<file path="config.mk">
export PLATFORM = sky130hd
export DESIGN_NAME = i2c_led_btn_arb
export DESIGN_NICKNAME = d
export VERILOG_FILES = /design/src/rtl/i2c_led_btn_arb_pkg.sv /design/src/rtl/i2c_led_btn_arb_btn_debounce.sv /design/src/rtl/i2c_led_btn_arb.sv
export SDC_FILE = /design/constraint.sdc
export NUM_CORES = 1
export LEC_CHECK = 0
export ABC_AREA = 1
export BUFFER_PORTS_ARGS = -buffer_cell sky130_fd_sc_hd__clkbuf_2
export CAP_MARGIN = 20
export CORE_MARGIN = 10
export CORE_UTILIZATION = 53
export CTS_BUF_LIST = sky130_fd_sc_hd__clkbuf_16
export DETAILED_ROUTE_END_ITERATION = 16
export PLACE_DENSITY = 0.74
export SLEW_MARGIN = 0
export SYNTH_ARGS = -nofsm -noshare
export SYNTH_HDL_FRONTEND = slang
export SYNTH_SLANG_ARGS = --single-unit
</file>
<file path="constraint.sdc">
create_clock -name clk -period 1.8 [get_ports clk]
set_clock_uncertainty 0.2 [all_clocks]
set_input_delay 0.18 -clock clk [delete_from_list [all_inputs] [get_ports clk]]
set_output_delay 0.18 -clock clk [all_outputs]
set_load 0.01 [all_outputs]
</file>
<file path="src/rtl/i2c_led_btn_arb_pkg.sv">
// Shared types and default timing for the SCL/LED_n + SDA/BTN_n pin arbiter.
// Defaults assume clk_24 (24 MHz).
package i2c_led_btn_arb_pkg;

    typedef enum logic [2:0] {
        ST_LED,
        ST_SETTLE,
        ST_PRE_GUARD,
        ST_GRANT,
        ST_RELEASE
    } arb_state_t;

    localparam int DEF_SAMPLE_PERIOD = 24000;
    localparam int DEF_SETTLE        = 48;
    localparam int DEF_GUARD         = 24;
    localparam int DEF_DEBOUNCE      = 8;

    function automatic int max2(input int a, input int b);
        return (a > b) ? a : b;
    endfunction

endpackage

</file>
<file path="src/rtl/i2c_led_btn_arb_btn_debounce.sv">
// Button debouncer: the state flips only after DEBOUNCE consecutive samples
// that disagree with it; btn_press marks each debounced press.
module i2c_led_btn_arb_btn_debounce
    import i2c_led_btn_arb_pkg::*;
#(
    parameter int DEBOUNCE = DEF_DEBOUNCE
) (
    input  logic clk,
    input  logic rst_n,
    input  logic sample_valid,
    input  logic sample,
    output logic btn,
    output logic btn_press
);

    localparam int CW = $clog2(DEBOUNCE + 1);

    logic [CW-1:0] r_cnt;
    logic          r_btn;
    logic          r_press;

    always_ff @(posedge clk or negedge rst_n) begin
        if (!rst_n) begin
            r_cnt   <= '0;
            r_btn   <= 1'b0;
            r_press <= 1'b0;
        end else begin
            r_press <= 1'b0;
            if (sample_valid) begin
                if (sample == r_btn) begin
                    r_cnt <= '0;
                end else if (r_cnt >= CW'(DEBOUNCE - 1)) begin
                    r_btn   <= ~r_btn;
                    r_cnt   <= '0;
                    r_press <= ~r_btn;
                end else begin
                    r_cnt <= r_cnt + 1'b1;
                end
            end
        end
    end

    assign btn       = r_btn;
    assign btn_press = r_press;

endmodule

</file>
<file path="src/rtl/i2c_led_btn_arb.sv">
// Arbitrates the shared open-drain SCL/LED_n and SDA/BTN_n pins between the
// I2C master, the user LED and periodic button sampling.
module i2c_led_btn_arb
    import i2c_led_btn_arb_pkg::*;
#(
    parameter int SAMPLE_PERIOD = DEF_SAMPLE_PERIOD,
    parameter int SETTLE        = DEF_SETTLE,
    parameter int GUARD         = DEF_GUARD,
    parameter int DEBOUNCE      = DEF_DEBOUNCE
) (
    input  logic clk,
    input  logic rst_n,
    input  logic i2c_req,
    output logic i2c_gnt,
    input  logic i2c_scl_oe,
    input  logic i2c_sda_oe,
    output logic i2c_sda_i,
    input  logic led,
    output logic btn,
    output logic btn_press,
    output logic pad_scl_oe,
    output logic pad_sda_oe,
    input  logic pad_sda_i
);

    localparam int TW   = $clog2(SAMPLE_PERIOD + 1);
    localparam int SMAX = max2(SETTLE, GUARD);
    localparam int SW   = $clog2(SMAX + 1);

    arb_state_t    r_state, w_next;
    logic [TW-1:0] r_timer, w_timer_nxt;
    logic [SW-1:0] r_cnt;
    logic          r_gnt, r_scl_oe, r_sda_oe;
    logic          w_sample_vld;
    logic          w_guard_done, w_settle_done, w_sample_due;

    assign w_guard_done  = (r_cnt == SW'(GUARD - 1));
    assign w_settle_done = (r_cnt == SW'(SETTLE - 1));
    assign w_sample_due  = (r_timer >= TW'(SAMPLE_PERIOD - 1));

    // Timer only advances on LED cycles that neither start a sample nor yield to a request.
    always_comb begin
        w_next       = r_state;
        w_timer_nxt  = r_timer;
        w_sample_vld = 1'b0;
        case (r_state)
            ST_LED: begin
                if (i2c_req) begin
                    w_next = ST_PRE_GUARD;
                end else if (w_sample_due) begin
                    w_next      = ST_SETTLE;
                    w_timer_nxt = '0;
                end else begin
                    w_timer_nxt = r_timer + 1'b1;
                end
            end
            ST_SETTLE: begin
                if (w_settle_done) begin
                    w_sample_vld = 1'b1;
                    w_next       = ST_LED;
                end
            end
            ST_PRE_GUARD: begin
                if (!i2c_req)          w_next = ST_RELEASE;
                else if (w_guard_done) w_next = ST_GRANT;
            end
            ST_GRANT: begin
                if (!i2c_req) w_next = ST_RELEASE;
            end
            ST_RELEASE: begin
                if (w_guard_done) w_next = ST_LED;
            end
            default: w_next = ST_RELEASE;
        endcase
    end

    always_ff @(posedge clk or negedge rst_n) begin
        if (!rst_n) begin
            r_state <= ST_RELEASE;
            r_timer <= '0;
            r_cnt   <= '0;
        end else begin
            r_state <= w_next;
            r_timer <= w_timer_nxt;
            if (w_next != r_state)            r_cnt <= '0;
            else if (r_cnt != SW'(SMAX - 1))  r_cnt <= r_cnt + 1'b1;
        end
    end

    // Pad drives are registered from the next state so they track it with no extra lag.
    always_ff @(posedge clk or negedge rst_n) begin
        if (!rst_n) begin
            r_gnt    <= 1'b0;
            r_scl_oe <= 1'b0;
            r_sda_oe <= 1'b0;
        end else begin
            r_gnt    <= (w_next == ST_GRANT);
            r_scl_oe <= (w_next == ST_LED)   ? led :
                        (w_next == ST_GRANT) ? i2c_scl_oe : 1'b0;
            r_sda_oe <= (w_next == ST_GRANT) & i2c_sda_oe;
        end
    end

    i2c_led_btn_arb_btn_debounce #(
        .DEBOUNCE (DEBOUNCE)
    ) u_debounce (
        .clk          (clk),
        .rst_n        (rst_n),
        .sample_valid (w_sample_vld),
        .sample       (~pad_sda_i),
        .btn          (btn),
        .btn_press    (btn_press)
    );

    assign i2c_gnt    = r_gnt;
    assign pad_scl_oe = r_scl_oe;
    assign pad_sda_oe = r_sda_oe;
    assign i2c_sda_i  = r_gnt ? pad_sda_i : 1'b1;

endmodule
</file>
==> results.yml, run 1 <==
outcome:
  status: "complete, no violations"
floorplanning:
  ioPinCount: 13
  start_util_pct: 54.6
  dieArea_mm2: 0.00618
  coreArea_mm2: 0.00334
  die_y_um: 78.6
  fp.dieW_um: 78.6
  rows: 21
worst_setup_path:
  path_buf_inv: 0
  cpPeakStageDelay_ps: 380
  crit_family: "simple AND/OR/NAND/NOR gates"
  r2r_start: "r_timer[1]"
  cpMaxStageDelayCell: "dfrtp_1"
  startpoint_type: "flop"
  arrival_ps: 1780
  path_cells: "ha_2 -> nand2_2 -> nor2_2 -> nand3_2 -> nand3_2 -> nand2_4 -> nand2_4 -> nand2_1 -> nand2_2 -> nand3_4 -> nor2_4"
  r2r-end: "r_cnt[3]"
  cp.required_ps: 1810
  r2r_cells: 11
  critPathMaxFanout: 6
  r2r_setup_slack_ps: 30
  crit_type: "reg -> reg"
  startpoint: "r_timer[1]"
  crit_path_end_kind: "flop"
power:
  powerDensity_mw_per_mm2: 1010
  vdd.ir_drop.worst_v: 0.000545
  leakagePower_nw: 1.14
cells_and_area:
  fin_nets: 256
  antenna_cells: 0
  drive_above_1_share_pct: 31.6
  syn2layout_area_growth_pct: 28.5
placed_design:
  port_buffers: 12
  gp_congestion: 0.854
  place_ws_ps: -42.0
  hpwlAfterDp_mm: 2.58
drt:
  drt_wl_total_mm: 3.61
  wl_per_cell_um: 12.3
  vias: 1478
  viasPerCell: 5.04
  firstDrtPassIters: 5
  ant_nets: 0
  post-route-drc-count: 0
  drtIter0Drc: 94
logic_synthesis:
  synth_xor_area_share_pct: 4.33
  synthSimpleGateAreaFrac_pct: 31.4
  synth-main-ff-cell: "dfrtp_1"
  synth_largest_area_cell: "dfrtp_1"
  synth_edf_count: 0
  ys.warnings.count: 0
  synthTopCellsByArea: "dfrtp_1 44%, nand2_1 6.2%, nor2_1 6.0%"
  ys_top_cells_by_count: "32 x dfrtp_1, 30 x nand2_1, 29 x nor2_1"
  avgSynthCellArea_um2: 8.84
  synth_fa_ha_area_share_pct: 2.06
  muxShareOfSynthArea_pct: 0.549
  yosysUniqueCellTypes: 33
  synth_nets: 216
  synth_compound_area_share_pct: 10.3
  synth_top_family_by_area: "simple AND/OR/NAND/NOR gates"
  synth_seq_cells: 33
  synthArstFlopShare_pct: 100
  yosysMostFrequentCell: "dfrtp_1"
  yosysTopAreaCellShare_pct: 44.0
  ys_seq_area_share_pct: 45.4
  syn_inst: 206
  syn-cell-area_mm2: 0.00182
grt:
  overflow: 0
  grt_use_total_pct: 12.5
  antenna_found_initial: 0
  grt_max_degree: 34
  grt_pass1_wl_mm: 6.22
  grt_pass1_vias: 1462
min_path:
  worstHoldStart: "i2c_req"
  hold_end: "r_state[2]"
  holdCritPathClass: "in -> reg"
  min_path_cells: 4
clock_network:
  cts.sinks: 33
  htree_levels: 2
  cts_root_buf: "clkbuf_16"
  cts_tree: "done"
  cts-buffers-inserted: 5
  max-clock-path-buffers: 2
  clkTransAtPathRegs_ps: 50
  clock_latency_ps: 270
sta:
  finalMaxSlewViolations: 0
  fmax_mhz: 565
  setup_viol: 0
  finalHoldViolCount: 0
  worst_pin_slew_ps: 414
  hold_ws_ps: 175
  fin_crit_ps: 1770
  setup_ws_ps: 29.3
  max-slew-margin-rel_pct: 72.4
  period_share_pct: 98.4
  rsz0062_at_grt: "true"
flow_run:
  drv_cap: 0
## through the flow
| stage | TNS [ps] | total power (W) | utilization (%) | cells | area, µm² |
|---|---|---|---|---|---|
| floorplan | 0 | 0.00120 | - | 206 | 1820 |
| global placement | 0 | 0.00131 | 60.8 | 276 | 2030 |
| detailed placement | -109 | 0.00132 | 60.8 | 276 | 2030 |
| CTS | 0 | 0.00230 | 67.6 | 290 | 2250 |
| global route | -899 | 0.00251 | 70.2 | 293 | 2340 |
| finish | 0 | 0.00235 | 70.2 | 293 | 2340 |
## worst register-to-register path: stages, from the launching register on
cell and delay, ps:
dfrtp_1 380, ha_2 210, nand2_2 90, nor2_2 130, nand3_2 80, nand3_2 110
nand2_4 90, nand2_4 70, nand2_1 60, nand2_2 70, nand3_4 100, nor2_4 130
## cells by family after synthesis
kind of cell	after synthesis
xor gates and xnor gates	9
AOI/OAI and AO/OA	31
buffers and inverters	29
adders and majority gates	3
DFF	33
and+or+nand+nor	100
muxes	1
## flip-flops by register name, summed over array words and instances (netlist names)
| register | flops |
|---|---|
| i2c_gnt | 1 |
| pad_scl_oe | 1 |
| pad_sda_oe | 1 |
| r_cnt | 6 |
| r_state | 3 |
| r_timer | 15 |
| u_debounce.btn | 1 |
| u_debounce.btn_press | 1 |
| u_debounce.r_cnt | 4 |
## repair_timing
| item | 4_1_cts | 5_1_grt |
|---|---|---|
| resized for setup | 2 | 17 |
| endpoints found under the setup margin | 6 | 22 |
| hold endpoints to repair | 35 | 0 |
| hold buffers | 5 | 0 |
| pin swaps | 1 | 5 |
| setup buffers | 1 | 3 |
## worst max path at each step
| stage | end | slack [ps] | depth (start not counted) |
|---|---|---|---|
| detailed placement | r_cnt[3] | -40 | 11 |
| global placement | r_cnt[2] | 7 | 12 |
| global route | r_cnt[3] | -130 | 11 |
| floorplan | r_cnt[2] | 60 | 12 |
| CTS | r_cnt[3] | 2 | 10 |
| finish | r_cnt[3] | 30 | 11 |
## layer usage
metal | global-route usage [%] | part of all wire, %
met5 | 0 | 0
met2 | 20.5 | 47
met1 | 14.0 | 46
met3 | 4.56 | 4.6
met4 | 6.45 | 1.8
## cell type report
class / instances / area (µm²)
Fill cell: 253 / 996
Multi-Input combinational cell: 144 / 955
Timing Repair Buffer: 33 / 230
Sequential cell: 33 / 827
Tap cell: 46 / 57.6
Clock inverter: 3 / 37.5
Clock buffer: 5 / 125
Inverter: 29 / 109
## power by group
| part | leakage [nW] | switching, W | internal, W |
|---|---|---|---|
| logic | 0.658 | 0.000266 | 0.000227 |
| clock network | 0.0826 | 0.000284 | 0.000641 |
| registers | 0.402 | 0.0000914 | 0.000843 |
| total | 1.14 | 0.000642 | 0.00171 |
## layout by cell type, fill, tap and decap left out, types with 2 or more instances in the layout
| cell type | instances |
|---|---|
| inv_2 | 6 |
| clkbuf_2 | 12 |
| nand2_4 | 4 |
| nand2_1 | 27 |
| nor3_1 | 2 |
| nand2_2 | 5 |
| buf_4 | 16 |
| a211oi_1 | 3 |
| a21oi_1 | 10 |
| dlygate4sd3_1 | 5 |
| nand3_2 | 6 |
| nor2_1 | 24 |
| clkbuf_16 | 5 |
| xor2_1 | 8 |
| nor2_4 | 7 |
| nand4_1 | 4 |
| nor2_2 | 5 |
| inv_1 | 24 |
| nand3_1 | 9 |
| nand3_4 | 2 |
| dfrtp_1 | 32 |
| o21ai_0 | 9 |
Note: power is estimated with default switching activity, not from simulation.
==> run 2: changes to the inputs <==
PLACE_DENSITY = 0.77   (was 0.74)
==> run 2 against run 1 <==
Worst setup slack got worse by 28 ps. Critical path type unchanged. Combinational power rose by 4.7%. Via count is 1.2% higher.
==> results.yml, run 2 (synthesis gave the netlist of run 1 again) <==
grt:
  antenna_found_initial: 0
  overflow: 0
  grt_pass1_wl_mm: 6.42
  grt_max_degree: 34
  grt_use_total_pct: 12.7
  grt_pass1_vias: 1480
min_path:
  worstHoldStart: "i2c_req"
  min_path_cells: 4
  holdCritPathClass: "in -> reg"
  hold_end: "i2c_gnt"
drt:
  firstDrtPassIters: 4
  viasPerCell: 5.09
  wl_per_cell_um: 12.9
  post-route-drc-count: 0
  vias: 1495
  drt_wl_total_mm: 3.79
  drtIter0Drc: 93
  ant_nets: 0
floorplanning:
  ioPinCount: 13
  dieArea_mm2: 0.00618
  start_util_pct: 54.6
  fp.dieW_um: 78.6
  die_y_um: 78.6
  coreArea_mm2: 0.00334
  rows: 21
cells_and_area:
  final_common_cell: "dfrtp_1"
  fillCellCount: 237
  largest-register: "r_timer"
  antenna_cells: 0
  design_area_mm2: 0.00233
  fin_nets: 257
  drive_above_1_share_pct: 30.6
  final_cell_mix: "32 x dfrtp_1, 29 x nand2_1, 25 x inv_1"
  largest_register_ffs: 15
  fin_util_pct: 69.9
  syn2layout_area_growth_pct: 28.0
  largest_registers: "r_timer (15), r_cnt (6), u_debounce.r_cnt (4)"
worst_setup_path:
  cp.required_ps: 1800
  r2r-end: "r_cnt[1]"
  r2r_setup_slack_ps: 1
  arrival_ps: 1800
  crit_path_end_kind: "flop"
  crit_type: "reg -> reg"
  critPathMaxFanout: 6
  r2r_start: "r_cnt[0]"
  r2r_cells: 11
  startpoint_type: "flop"
clock_network:
  htree_levels: 2
  cts_root_buf: "clkbuf_16"
  cts_tree: "done"
  clock_latency_ps: 270
  cts-buffers-inserted: 5
  cts.sinks: 33
  max-clock-path-buffers: 2
  clkTransAtPathRegs_ps: 50
placed_design:
  port_buffers: 12
  detailed_place.area_mm2: 0.00204
  gp_congestion: 0.846
  hpwlAfterDp_mm: 2.67
power:
  power.switching_w: 0.000648
  p_clk_share_pct: 34.5
  share_comb_of_total_power_pct: 23.3
  internal_power_w: 0.00157
  powerDensity_mw_per_mm2: 952
  vdd.ir_drop.worst_v: 0.000465
  p_sw_share_pct: 29.2
  leakagePower_nw: 1.14
  p_seq_share_pct: 42.3
flow_run:
  drv_cap: 0
sta:
  hold_ws_ps: 171
  finalHoldViolCount: 0
  max-slew-margin-rel_pct: 77.4
  rsz0062_at_grt: "true"
  fin_crit_ps: 1800
  finalMaxSlewViolations: 0
  fmax_mhz: 556
  period_share_pct: 99.9
  worst_pin_slew_ps: 336
  setup_viol: 0
outcome:
  status: "complete, no violations"
## run 2: cell count changes in the layout (fill, tap and decap cells not counted), sizes merged
cell | before | now
buf | 16 | 17
bufinv | 1 | 0
inv | 30 | 31
## run 2: power groups by stage
stage               combinational (W)  sequential, W  clock [W]
finish                       0.000516       0.000939   0.000765
global route                 0.000585       0.000947   0.000818
CTS                          0.000468       0.000915   0.000783
detailed placement           0.000415       0.000929          0
global placement             0.000405       0.000922          0
floorplan                    0.000280       0.000922          0
## run 2: layout make-up
type / count / area, µm² / share of cell area [%]
multi-input cells: 144 / 950 / 40.7
flip-flops and latches: 33 / 827 / 35.5
repair buffers: 34 / 250 / 10.7
clock buffers: 5 / 125 / 5.36
inverters: 29 / 111 / 4.77
well taps: 46 / 57.6 / 2.47
clock inverters: 3 / 11.3 / 0.483
## run 2: how the worst max path moves through the flow
stage                         from       end  slack, ps
after detailed placement  r_cnt[1]  r_cnt[3]        -60
after global placement    r_cnt[1]  r_cnt[3]         -1
after floorplan           r_cnt[0]  r_cnt[2]         60
after global routing      r_cnt[0]  r_cnt[1]       -120
final                     r_cnt[0]  r_cnt[1]          1
after CTS                 r_cnt[0]  r_cnt[1]         -5
## run 2: metrics by stage
stage	cells	worst slack, ps	total power, W	setup TNS, ps
after floorplan	206	56.3	0.00120	0
after global placement	276	-1.28	0.00133	-1.28
after detailed placement	276	-60.8	0.00134	-300
after CTS	291	-5.48	0.00217	-5.48
after global routing	294	-117	0.00235	-774
final	294	0.953	0.00222	0
## run 2: per-layer routing
| metal | part of all wire, % | vias to the layer above | global-route usage (%) | routed length [µm] |
|---|---|---|---|---|
| met4 | 2.0 | 0 | 6.09 | 75 |
| met2 | 48 | 24 | 20.7 | 1830 |
| met3 | 4.8 | 8 | 4.44 | 181 |
| li1 | - | 754 | - | - |
| met5 | 0 | - | 0 | 0 |
| met1 | 45 | 709 | 14.5 | 1700 |
## run 2: repair_timing
action                                  4_1_cts  5_1_grt
hold endpoints to repair                     36        0
hold buffers                                  5        0
gates resized for setup                       3       15
endpoints found under the setup margin        8       20
pin swaps                                     1        4
setup buffers                                 2        3
## run 2: critical path, cell delays in order, from the launching register on
cell and delay (ps):
dfrtp_1 380, ha_4 160, nand2_4 60, nor2_4 120, nand2_4 90, nor2_8 130, nor2_4 50, nor2_4 130
nand3_2 90, nand2_2 90, nand3_4 110, nor2_1 120
==> run 3: changes to the inputs <==
CORE_UTILIZATION = 30   (was 53)
PLACE_DENSITY = 0.5   (was 0.77)
==> run 3 against run 2 <==
The run now ends with negative setup slack left. Register-to-register slack lost 30 ps. Critical path depth is the same. Sequential cell count is the same. Core utilization shrank 27 points. Sequential share of layout area shrank 2.8 points. Final cell count grew 13%. Routed wire length grew 2.9%.
==> results.yml, run 3 (synthesis gave the netlist of run 1 again) <==
worst_setup_path:
  cp.required_ps: 1800
  critPathMaxFanout: 6
  crit_end: "r_cnt[4]"
  startpoint: "r_cnt[1]"
  arrival_ps: 1830
  r2r-end: "r_cnt[4]"
  r2r_setup_slack_ps: -30
  crit_type: "reg -> reg"
  r2r_cells: 11
  startpoint_type: "flop"
  r2r_start: "r_cnt[1]"
  crit_path_end_kind: "flop"
min_path:
  holdCritPathClass: "in -> reg"
  worstHoldStart: "i2c_req"
sta:
  setup_viol: 6
  rsz0062_at_grt: "true"
  period_share_pct: 101
  finalMaxSlewViolations: 0
  worst_pin_slew_ps: 450
  finalHoldViolCount: 0
  max-slew-margin-rel_pct: 70.0
  setup_ws_ps: -27.0
  fin_crit_ps: 1830
  fmax_mhz: 547
placed_design:
  hpwlAfterDp_mm: 2.76
  port_buffers: 12
  gp_congestion: 0.785
  detailed_place.area_mm2: 0.00211
  place_ws_ps: -28.8
  placed_cells: 309
floorplanning:
  ioPinCount: 13
  coreArea_mm2: 0.00592
  start_util_pct: 30.8
  fp.dieW_um: 97.9
  die_y_um: 97.9
  dieArea_mm2: 0.00959
  rows: 28
cells_and_area:
  drive_above_1_share_pct: 39.1
  largest_register_ffs: 15
  final_cell_mix: "31 x dfrtp_1, 28 x nand2_1, 22 x inv_1"
  final_common_cell: "dfrtp_1"
  antenna_cells: 0
  largest_registers: "r_timer (15), r_cnt (6), u_debounce.r_cnt (4)"
  fin_cells: 331
  multi_input_area_mm2: 0.00100
  fillCellCount: 576
  fin_nets: 265
  final-seq-area_um2: 828
  design_area_mm2: 0.00254
  syn2layout_area_growth_pct: 39.2
  largest-register: "r_timer"
power:
  power_w: 0.00243
  p_sw_share_pct: 27.8
  power.switching_w: 0.000676
  internal_power_w: 0.00175
  p_clk_share_pct: 38.5
  p_seq_share_pct: 38.2
  vdd.ir_drop.worst_v: 0.000436
  share_comb_of_total_power_pct: 23.3
  leakagePower_nw: 1.20
  powerDensity_mw_per_mm2: 957
drt:
  firstDrtPassIters: 4
  ant_nets: 0
  post-route-drc-count: 0
  wl_per_cell_um: 11.8
  vias: 1509
  viasPerCell: 4.56
  drtIter0Drc: 24
  drt_wl_total_mm: 3.90
clock_network:
  cts_root_buf: "clkbuf_16"
  htree_levels: 2
  cts.sinks: 33
  cts-buffers-inserted: 5
  clkTransAtPathRegs_ps: 50
  clock_latency_ps: 270
  max-clock-path-buffers: 2
  cts_tree: "done"
outcome:
  failed_checks: "negative setup slack"
  status: "complete, but fails checks"
grt:
  grt_max_degree: 18
  grt_use_total_pct: 8.06
  overflow: 0
  grt_pass1_vias: 1482
  antenna_found_initial: 0
  grt_pass1_wl_mm: 6.64
flow_run:
  drv_cap: 0
==> run 3: cell types whose count changed in the layout (fill, tap and decap cells not counted), moves of 3 or more <==
cell     before  now
o21ai_0       9    6
buf_6         0    3
nor2_2        5    9
inv_1        25   22
nor2_1       24   19
buf_4        16   20
==> run 3: repair_timing <==
action                                  4_1_cts  5_1_grt
hold buffers                                  5        0
endpoints found under the setup margin        6       22
hold endpoints to repair                     19        0
cloned                                        0        0
pin swaps                                     1        9
resized for setup                             1       42
buffers inserted                              1        8
==> run 3: worst min path at each step <==
| stage | cells past startpoint | to | slack (ps) |
|---|---|---|---|
| after floorplan | 0 | i2c_gnt | -320 |
| after detailed placement | 1 | pad_scl_oe | -30 |
| after global placement | 1 | pad_scl_oe | -40 |
| after CTS | 4 | i2c_gnt | 150 |
| after global routing | 4 | i2c_gnt | 200 |
| final | 4 | i2c_gnt | 160 |
==> run 3: area by class of cell <==
cell class	instances	area share (%)
multi-input cells	144	39.5
flip-flops and latches	33	32.7
repair buffers	42	13.2
clock buffers	5	4.93
inverters	29	4.59
well taps	75	3.70
clock inverters	3	1.48
==> run 3: metrics by stage <==
step | setup TNS, ps | util, % | hold slack [ps]
finish | -81.1 | 42.8 | 162
global route | -939 | 42.8 | 196
CTS | 0 | 39.4 | 154
detailed placement | -159 | 35.6 | -30.5
global placement | -157 | 35.6 | -42.7
floorplan | 0 | - | -316
==> run 3: metal layers <==
metal  global-route usage, %  wire (µm)  vias to the layer above  part of all wire, %
met1                    10.8       1890                      719                   48
met3                    2.68        180                        4                  4.6
li1                        -          -                      770                    -
met5                       0          0                        -                    0
met4                    2.35         32                        0                 0.82
met2                    12.0       1800                       16                   46
==> run 3: worst max-delay path, stage by stage, from the launching register on <==
cell and delay, ps:
dfrtp_1 370, ha_2 220, nand2_4 70, nor2_4 110, nand2_4 80, nor2_8 130, nor2_4 50, nor2_4 120
nand3_2 90, nand2_2 90, nand3_4 110, nor2_1 130
==> run 3: power groups by stage <==
| stage | registers, W | logic [W] | clock network [W] |
|---|---|---|---|
| floorplan | 0.000922 | 0.000280 | 0 |
| global placement | 0.000922 | 0.000429 | 0 |
| detailed placement | 0.000925 | 0.000429 | 0 |
| CTS | 0.000911 | 0.000466 | 0.000960 |
| global route | 0.000938 | 0.000631 | 0.000993 |
| finish | 0.000928 | 0.000564 | 0.000934 |
